**config.mk**
```make
export PLATFORM = sky130hd
export DESIGN_NAME = rob
export DESIGN_NICKNAME = d
export VERILOG_FILES = /design/src/rtl/rob.sv
export SDC_FILE = /design/constraint.sdc
export NUM_CORES = 1
export LEC_CHECK = 0
export ABC_AREA = 1
export CAP_MARGIN = 20
export CELL_PAD_IN_SITES_DETAIL_PLACEMENT = 1
export CELL_PAD_IN_SITES_GLOBAL_PLACEMENT = 2
export CORE_MARGIN = 4
export CORE_UTILIZATION = 25
export CTS_BUF_LIST = sky130_fd_sc_hd__clkbuf_8
export CTS_CLUSTER_DIAMETER = 80
export CTS_CLUSTER_SIZE = 30
export DETAILED_ROUTE_END_ITERATION = 16
export PLACE_DENSITY = 0.67
export RECOVER_POWER = 100
export SYNTH_ARGS = -nofsm -noshare
export SYNTH_HDL_FRONTEND = slang
export SYNTH_SLANG_ARGS = --single-unit
```
**constraint.sdc**
```tcl
create_clock -name clk -period 9.35 [get_ports clk]
set_input_delay 2.805 -clock clk [delete_from_list [all_inputs] [get_ports clk]]
set_output_delay 2.805 -clock clk [all_outputs]
set_load 0.02 [all_outputs]
```
**src/rtl/rob.sv**
```systemverilog
// rtl/rob.sv - reorder buffer: in-order allocate/retire, out-of-order completion, branch flush
// Circular entry store indexed by tag; full and empty are told apart by count alone.
module rob #(
  parameter int DEPTH  = 16,
  parameter int TAG_W  = 4,
  parameter int PREG_W = 7
) (
  input  logic              clk,
  input  logic              reset,
  input  logic              alloc_valid,
  input  logic              alloc_has_rd,
  input  logic [PREG_W-1:0] alloc_pd_old,
  output logic              alloc_ready,
  output logic [TAG_W-1:0]  alloc_tag,
  input  logic              alu_done,
  input  logic [TAG_W-1:0]  alu_tag,
  input  logic              b_done,
  input  logic [TAG_W-1:0]  b_tag,
  input  logic              mem_done,
  input  logic [TAG_W-1:0]  mem_tag,
  input  logic              mispredict,
  input  logic [TAG_W-1:0]  mispredict_tag,
  output logic              retire_valid,
  output logic [TAG_W-1:0]  retire_tag,
  output logic              retire_has_rd,
  output logic [PREG_W-1:0] retire_pd_old,
  output logic [TAG_W-1:0]  curr_rob_tag,
  output logic [TAG_W:0]    count
);

  localparam logic [TAG_W:0]   DEPTH_C = (TAG_W+1)'(DEPTH);
  localparam logic [TAG_W-1:0] ONE_TAG = TAG_W'(1);

  logic [DEPTH-1:0]  r_valid;
  logic [DEPTH-1:0]  r_done;
  logic [DEPTH-1:0]  r_has_rd;
  logic [PREG_W-1:0] r_pd_old [DEPTH];
  logic [TAG_W-1:0]  r_head;
  logic [TAG_W-1:0]  r_tail;
  logic [TAG_W:0]    r_count;

  logic              w_alloc_ready;
  logic              w_alloc;
  logic              w_retire;
  logic              w_flush;
  logic [TAG_W-1:0]  w_br_age;
  logic [DEPTH-1:0]  w_flush_mask;
  logic [TAG_W:0]    w_count_next;

  function automatic logic [TAG_W-1:0] age_of(input logic [TAG_W-1:0] idx,
                                              input logic [TAG_W-1:0] hd);
    return idx - hd;
  endfunction

  // A same-cycle retire deliberately does not free a slot for allocation.
  assign w_alloc_ready = !reset && (r_count < DEPTH_C) && !mispredict;
  assign w_alloc       = alloc_valid && w_alloc_ready;
  assign w_retire      = r_valid[r_head] && r_done[r_head];
  assign w_flush       = mispredict && r_valid[mispredict_tag];
  assign w_br_age      = age_of(mispredict_tag, r_head);

  always_comb begin
    w_flush_mask = '0;
    for (int i = 0; i < DEPTH; i++) begin
      w_flush_mask[i] = w_flush && (age_of(TAG_W'(i), r_head) > w_br_age);
    end
  end

  always_comb begin
    w_count_next = r_count;
    if (w_flush) begin
      w_count_next = {1'b0, w_br_age} + (TAG_W+1)'(1) - (TAG_W+1)'(w_retire);
    end else begin
      w_count_next = r_count + (TAG_W+1)'(w_alloc) - (TAG_W+1)'(w_retire);
    end
  end

  always_ff @(posedge clk or posedge reset) begin
    if (reset) begin
      r_valid  <= '0;
      r_done   <= '0;
      r_has_rd <= '0;
      r_head   <= '0;
      r_tail   <= '0;
      r_count  <= '0;
      for (int i = 0; i < DEPTH; i++) begin
        r_pd_old[i] <= '0;
      end
    end else begin
      if (alu_done && r_valid[alu_tag]) r_done[alu_tag] <= 1'b1;
      if (b_done && r_valid[b_tag])     r_done[b_tag]   <= 1'b1;
      if (mem_done && r_valid[mem_tag]) r_done[mem_tag] <= 1'b1;
      // Flush is applied after completions so strobes to squashed entries are lost.
      for (int i = 0; i < DEPTH; i++) begin
        if (w_flush_mask[i]) begin
          r_valid[i] <= 1'b0;
          r_done[i]  <= 1'b0;
        end
      end
      if (w_retire) begin
        r_valid[r_head] <= 1'b0;
        r_done[r_head]  <= 1'b0;
        r_head          <= r_head + ONE_TAG;
      end
      if (w_alloc) begin
        r_valid[r_tail]  <= 1'b1;
        r_done[r_tail]   <= 1'b0;
        r_has_rd[r_tail] <= alloc_has_rd;
        r_pd_old[r_tail] <= alloc_pd_old;
      end
      if (w_flush) begin
        r_tail <= mispredict_tag + ONE_TAG;
      end else if (w_alloc) begin
        r_tail <= r_tail + ONE_TAG;
      end
      r_count <= w_count_next;
    end
  end

  assign alloc_ready   = w_alloc_ready;
  assign alloc_tag     = r_tail;
  assign retire_valid  = w_retire;
  assign retire_tag    = w_retire ? r_head : '0;
  assign retire_has_rd = w_retire ? r_has_rd[r_head] : 1'b0;
  assign retire_pd_old = w_retire ? r_pd_old[r_head] : '0;
  assign curr_rob_tag  = r_head;
  assign count         = r_count;

endmodule

```
Word level (Yosys, flattened, before mapping)

Index checks and enable logic that the tools add are counted.

Register bits: 173

Add/sub/neg operators: 24
Magnitude comparators: 31
Muxes and demuxes: 76
Bitwise gates (word level): 11
Reductions and logical operators: 33

Operators by type and width:

| kind                                                                   | count |
|---|---|
| 112-bit bitwise mux                                                    | 1 |
| 16-bit 2-to-1 mux                                                      | 7 |
| 4-bit greater-than comparator                                          | 16 |
| 16-bit bitwise OR                                                      | 4 |
| 16-bit bitwise AND                                                     | 3 |
| 1-bit 2-to-1 mux                                                       | 45 |
| 16-bit NOT                                                             | 2 |
| 4-bit subtractor (first input constant)                                | 8 |
| 1-bit logical AND                                                      | 30 |
| 4-bit by 5-bit < comparator with 1-bit output (second input constant)  | 6 |
| 1-bit binary-select mux with 4-bit select                              | 7 |
| 7-bit binary-select mux with 4-bit select                              | 1 |
| 7-bit demux with 4-bit select                                          | 1 |
| 7-bit 2-to-1 mux                                                       | 4 |
| 1-bit demux with 4-bit select                                          | 5 |
| 4-bit by 1-bit >= comparator with 1-bit output (second input constant) | 5 |
| 16-bit bitwise mux                                                     | 1 |
| 3-bit by 4-bit subtractor with 4-bit output (first input constant)     | 4 |
| 4-bit by 1-bit adder with 4-bit output (second input constant)         | 3 |
| 4-bit 2-to-1 mux                                                       | 3 |
| 5-bit >= comparator (second input constant)                            | 2 |
| 4-bit NOT with 5-bit output                                            | 2 |
| 5-bit by 1-bit subtractor with 5-bit output                            | 2 |
| 1-bit by 4-bit subtractor with 4-bit output (first input constant)     | 2 |
| 9 further kinds                                                        | 11 |

Logic depth before layout (Yosys ltp)

Word-level depth: 15
Mapped depth: 18
Depth with buffers taken out: 17

Worst setup path after synthesis

No wires, ideal clock.

Kind: input port to output port
From: input mispredict
To: output alloc_ready
Arrival: 3124 ps
Slack: 3421 ps
Cell stages on the path: 1
Path buffers: 0
Path through: nor3_4

Longest elaborated chain between the ends: 2

Ends and longest elaborated chain:

| element           | RTL line | text |
|---|---|---|
| from (decl)       | 21       | `input logic mispredict,` |
| 1-bit zero test   | 56       | `assign w_alloc_ready = !reset && (r_count < DEPTH_C) && !mispredict;` |
| 1-bit logical AND | 56       |  |
| to (decl)         | 13       | `output logic alloc_ready,` |

No other way between the ends.

Worst setup path in the final report

From: register r_head[0], in the netlist curr_rob_tag[0]
To: output retire_has_rd

Longest elaborated chain between the ends: 4
Elaborated cells on any way between the ends: 8

Ends and longest elaborated chain:

| element                                   | RTL line | text |
|---|---|---|
| from (decl)                               | 38       | `logic [TAG_W-1:0] r_head;` |
| from (signal assigned)                    | 103      | `r_head <= r_head + ONE_TAG;` |
| 1-bit binary-select mux with 4-bit select | 58       | `assign w_retire = r_valid[r_head] && r_done[r_head];` |
| 1-bit 2-to-1 mux (not written as such)    | 58       |  |
| 1-bit logical AND                         | 58       |  |
| 1-bit 2-to-1 mux (*)                      | 124      | `assign retire_has_rd = w_retire ? r_has_rd[r_head] : 1'b0;` |
| to (decl)                                 | 25       | `output logic retire_has_rd,` |

Every way passes the cells marked *; elsewhere a longest branch is shown, timed or not. The select of a mux whose other input is x is not followed.

==> results by group <==
Setup path
  – Crit Reg-Reg Startpoint: curr_rob_tag[0]
  – Worst reg-to-reg path cell count: 13
  – CP peak stage delay: 1.17 ns
  – R2R Path End: count[4]
  – CP arrival: 5.04 ns
  – Critical Path Fanout Max: 47
  – Setup CP Type: flop to output pin
  – Critical Path Start Type: flop
  – CP cell instances: inv_1 > nand3_1 > nand2_1 > o21ai_2 > buf_4 > a211oi_1 > clkdlybuf4s50_1
  – FF-to-FF setup slack: 3.96 ns
  – Worst path slowest cell: inv_1
  – Crit path buffers/inverters: 3
  – Critical path capture point type: output pin
  – Critical Path RT: around 6.6 ns
  – CP Launch Point: curr_rob_tag[0]
  – Critical path's top delay family: buffers and inverters

Drt
  – ANT nets after route: 0
  – DRT Wirelength: 39410 um
  – Drt drc: 0
  – Via density: ~4.9
  – Drt wl/cell: about 19 um
  – Drt first pass iters: 5
  – Vias post-DR: 9894
  – Starting DRC count in detailed routing: 589

Synthesis
  – Post-Syn Nets: 1523
  – Register area share after synthesis: 40.89%
  – Post-Synthesis Cells: between 1k and 1.5k
  – Post-synth EDFFs: 0
  – Most common flop cell mapped by yosys: dfrtp_1
  – Syn Area/Cell: 7.311 um2
  – Area leader, netlist: dfrtp_1
  – Post-synth top area share: 40.89%
  – Synth area leaders: dfrtp_1 (41%), nand2_1 (16%), o21ai_0 (6.7%), nand3_1 (5.2%), ha_1 (5.0%)
  – Async SR Flop Fraction: 100.0%
  – Post-Syn Area: 10590 um2
  – Count leader, synth: nand2_1
  – Yosys warns: 0
  – Register bit total from synthesis: 173
  – Synth top cells by count: nand2_1 (439), dfrtp_1 (173), o21ai_0 (142)
  – Cell variety after synth: just under 50

Global route
  – First-pass GRT wire length: around 61000 um
  – GRT Total Usage: 17.56%
  – Vias in the first global route: approximately 10k
  – Largest net degree at the start of global routing: 66
  – Initial antenna violation count: 1
  – Gr ovfl total: 0

Clock tree
  – Cts hold-fix bufs: 0
  – Total number of H-tree levels: 4
  – Clock latency on the worst-skew pair: 0.49 ns
  – CTS tree: yes
  – CTS buffer count: 17
  – # resized after CTS: 0
  – Clock slew at reported path FFs: 0.10 ns
  – Maximum buffer depth of the clock tree: 2
  – Postcts setup bufs: 0
  – Root buffer cell: clkbuf_8
  – # clock sinks: 173

Status
  – Failing checks: capacitance limit, slew limit
  – Outcome: finished with violations

Hold path
  – Worst Hold End: r_pd_old[45]
  – HP Class: flop to flop
  – Hold depth: 2
  – Hold path start: r_pd_old[45]

Floorplanning
  – Die Height: 213.8 um
  – Std cell rows: 75
  – Core Region: roughly 42000 um2
  – Die W: around 210 um
  – Die area: 45700 um2
  – Boundary Pins: between 50 and 60
  – Starting Density: 25.24%

STA
  – Relative slew slack: -75.22%
  – Worst Skew: 0.01482 ns
  – Setup ws final: between 1.5 and 2 ns
  – Tcrit/Tclk final: 83.94%
  – TNS Setup: 0 ns
  – Fmax: approximately 0.13 GHz
  – Slew Limit Fails: 103
  – RSZ-0062 raised after global routing: false
  – Min Tclk post-route: 7.848 ns
  – Final setup viols: 0
  – Fin. Hold Viols: 0
  – Tightest Pin Transition: 2.614 ns

Cells and area
  – Layout Nets: roughly 1.5k
  – Layout area overhead: 12.72%
  – Filler cells: 5140
  – Register Area: about 4300 um2
  – Multi-input logic area: 5364 um2
  – Layout cell share with drive strength beyond 1: 5.256%
  – Diode count: 0

Placed design
  – HPWL Detailed: between 20000 and 30000 um
  – GPL Wtd Cong: around 0.84
  – Pre-CTS setup slack: 2.271 ns
  – Port Buffer Count: 57

Power
  – Max IR drop VDD: 98.76 uV
  – Overall power: 2.948 mW
  – Leakage power: 5.697 nW
  – Pwr dens: roughly 250 nW/um2

Job
  – Max Cap Viol: 2
[flip-flops by register name, summed over array words and instances, names as in the netlist]
name and flops:
alloc_tag 4, count 5, curr_rob_tag 4, r_done 16, r_has_rd 16, r_pd_old 112
r_valid 16
[layout by cell type, fill, tap and decap left out, types with 6 or more instances in the layout]
master / count
xor2_1: 6
nor3_1: 15
nand3_1: 113
a31oi_1: 11
nor2_1: 99
a21oi_1: 69
nand4_1: 12
buf_4: 10
inv_2: 6
nor2_2: 9
ha_1: 42
nand2_1: 447
o21ai_1: 10
dlygate4sd3_1: 20
inv_1: 132
a221oi_1: 14
clkbuf_8: 19
dfrtp_1: 172
o21ai_0: 163
o21bai_1: 9
clkdlybuf4s50_1: 37
[final cells by class]
class / instances / share of cell area (%)
Multi-Input combinational cell: 1073 / 44.95
Inverter: 139 / 4.383
Timing Repair Buffer: 67 / 5.411
Sequential cell: 173 / 36.29
Clock buffer: 19 / 2.191
Tap cell: 539 / 5.652
Clock inverter: 13 / 1.122
[worst reg2reg max path: stages, from the launching register on]
cell     delay [ns]
dfrtp_1        1.14
inv_1          1.20
nand3_1        0.42
nand2_1        0.11
o21ai_2        0.59
inv_1          0.27
ha_1           0.34
inv_1          0.06
ha_1           0.17
inv_1          0.06
fa_1           0.40
o21ai_0        0.22
xor2_1         0.19
o21ai_0        0.10
[per-stage QoR]
step           hold slack (ns)  instance area (um2)  utilization [%]  instances
2_1_floorplan           0.4529                10590                -       1448
3_3_place_gp            0.4661                11610            27.67       1991
3_5_place_dp            0.4736                11610            27.67       1991
4_1_cts                 0.4988                12000            28.61       2023
5_1_grt                 0.5119                11930            28.45       2023
6_report                0.4936                11930            28.45       2023
[power breakdown]
part	internal [mW]	switching [mW]	total [mW]
registers	0.981	0.192	1.17
logic	0.437	0.786	1.22
clock network	0.232	0.320	0.552
[layer usage]
metal	track usage [%]	up-vias	wire length, um	part of all wire, %
li1	-	4783	-	-
met1	24.72	4946	19350	49
met2	28.79	132	18380	47
met3	2.180	33	956	2.4
met4	4.392	0	724	1.8
met5	0	-	0	0
[cell families after synthesis]
| group | Yosys count | share of synthesized area, % |
|---|---|---|
| AND/OR/NAND/NOR | 715 | 28.90 |
| AO/OA/AOI/OAI | 302 | 15.90 |
| buffers and inverters | 202 | 7.836 |
| flip-flops | 173 | 40.89 |
| adder cells (fa/ha/maj) | 44 | 5.342 |
| XOR/XNOR | 12 | 1.135 |
[how the worst max path moves through the flow]
stage	depth (start not counted)	slack (ns)	endpoint
3_5_place_dp	3	2.27	alloc_ready
3_3_place_gp	3	2.27	alloc_ready
6_report	7	1.50	retire_has_rd
2_1_floorplan	1	1.86	alloc_tag[0]
4_1_cts	3	2.27	alloc_ready
5_1_grt	7	1.11	retire_has_rd
No activity file was read; power rests on OpenSTA's default activity.
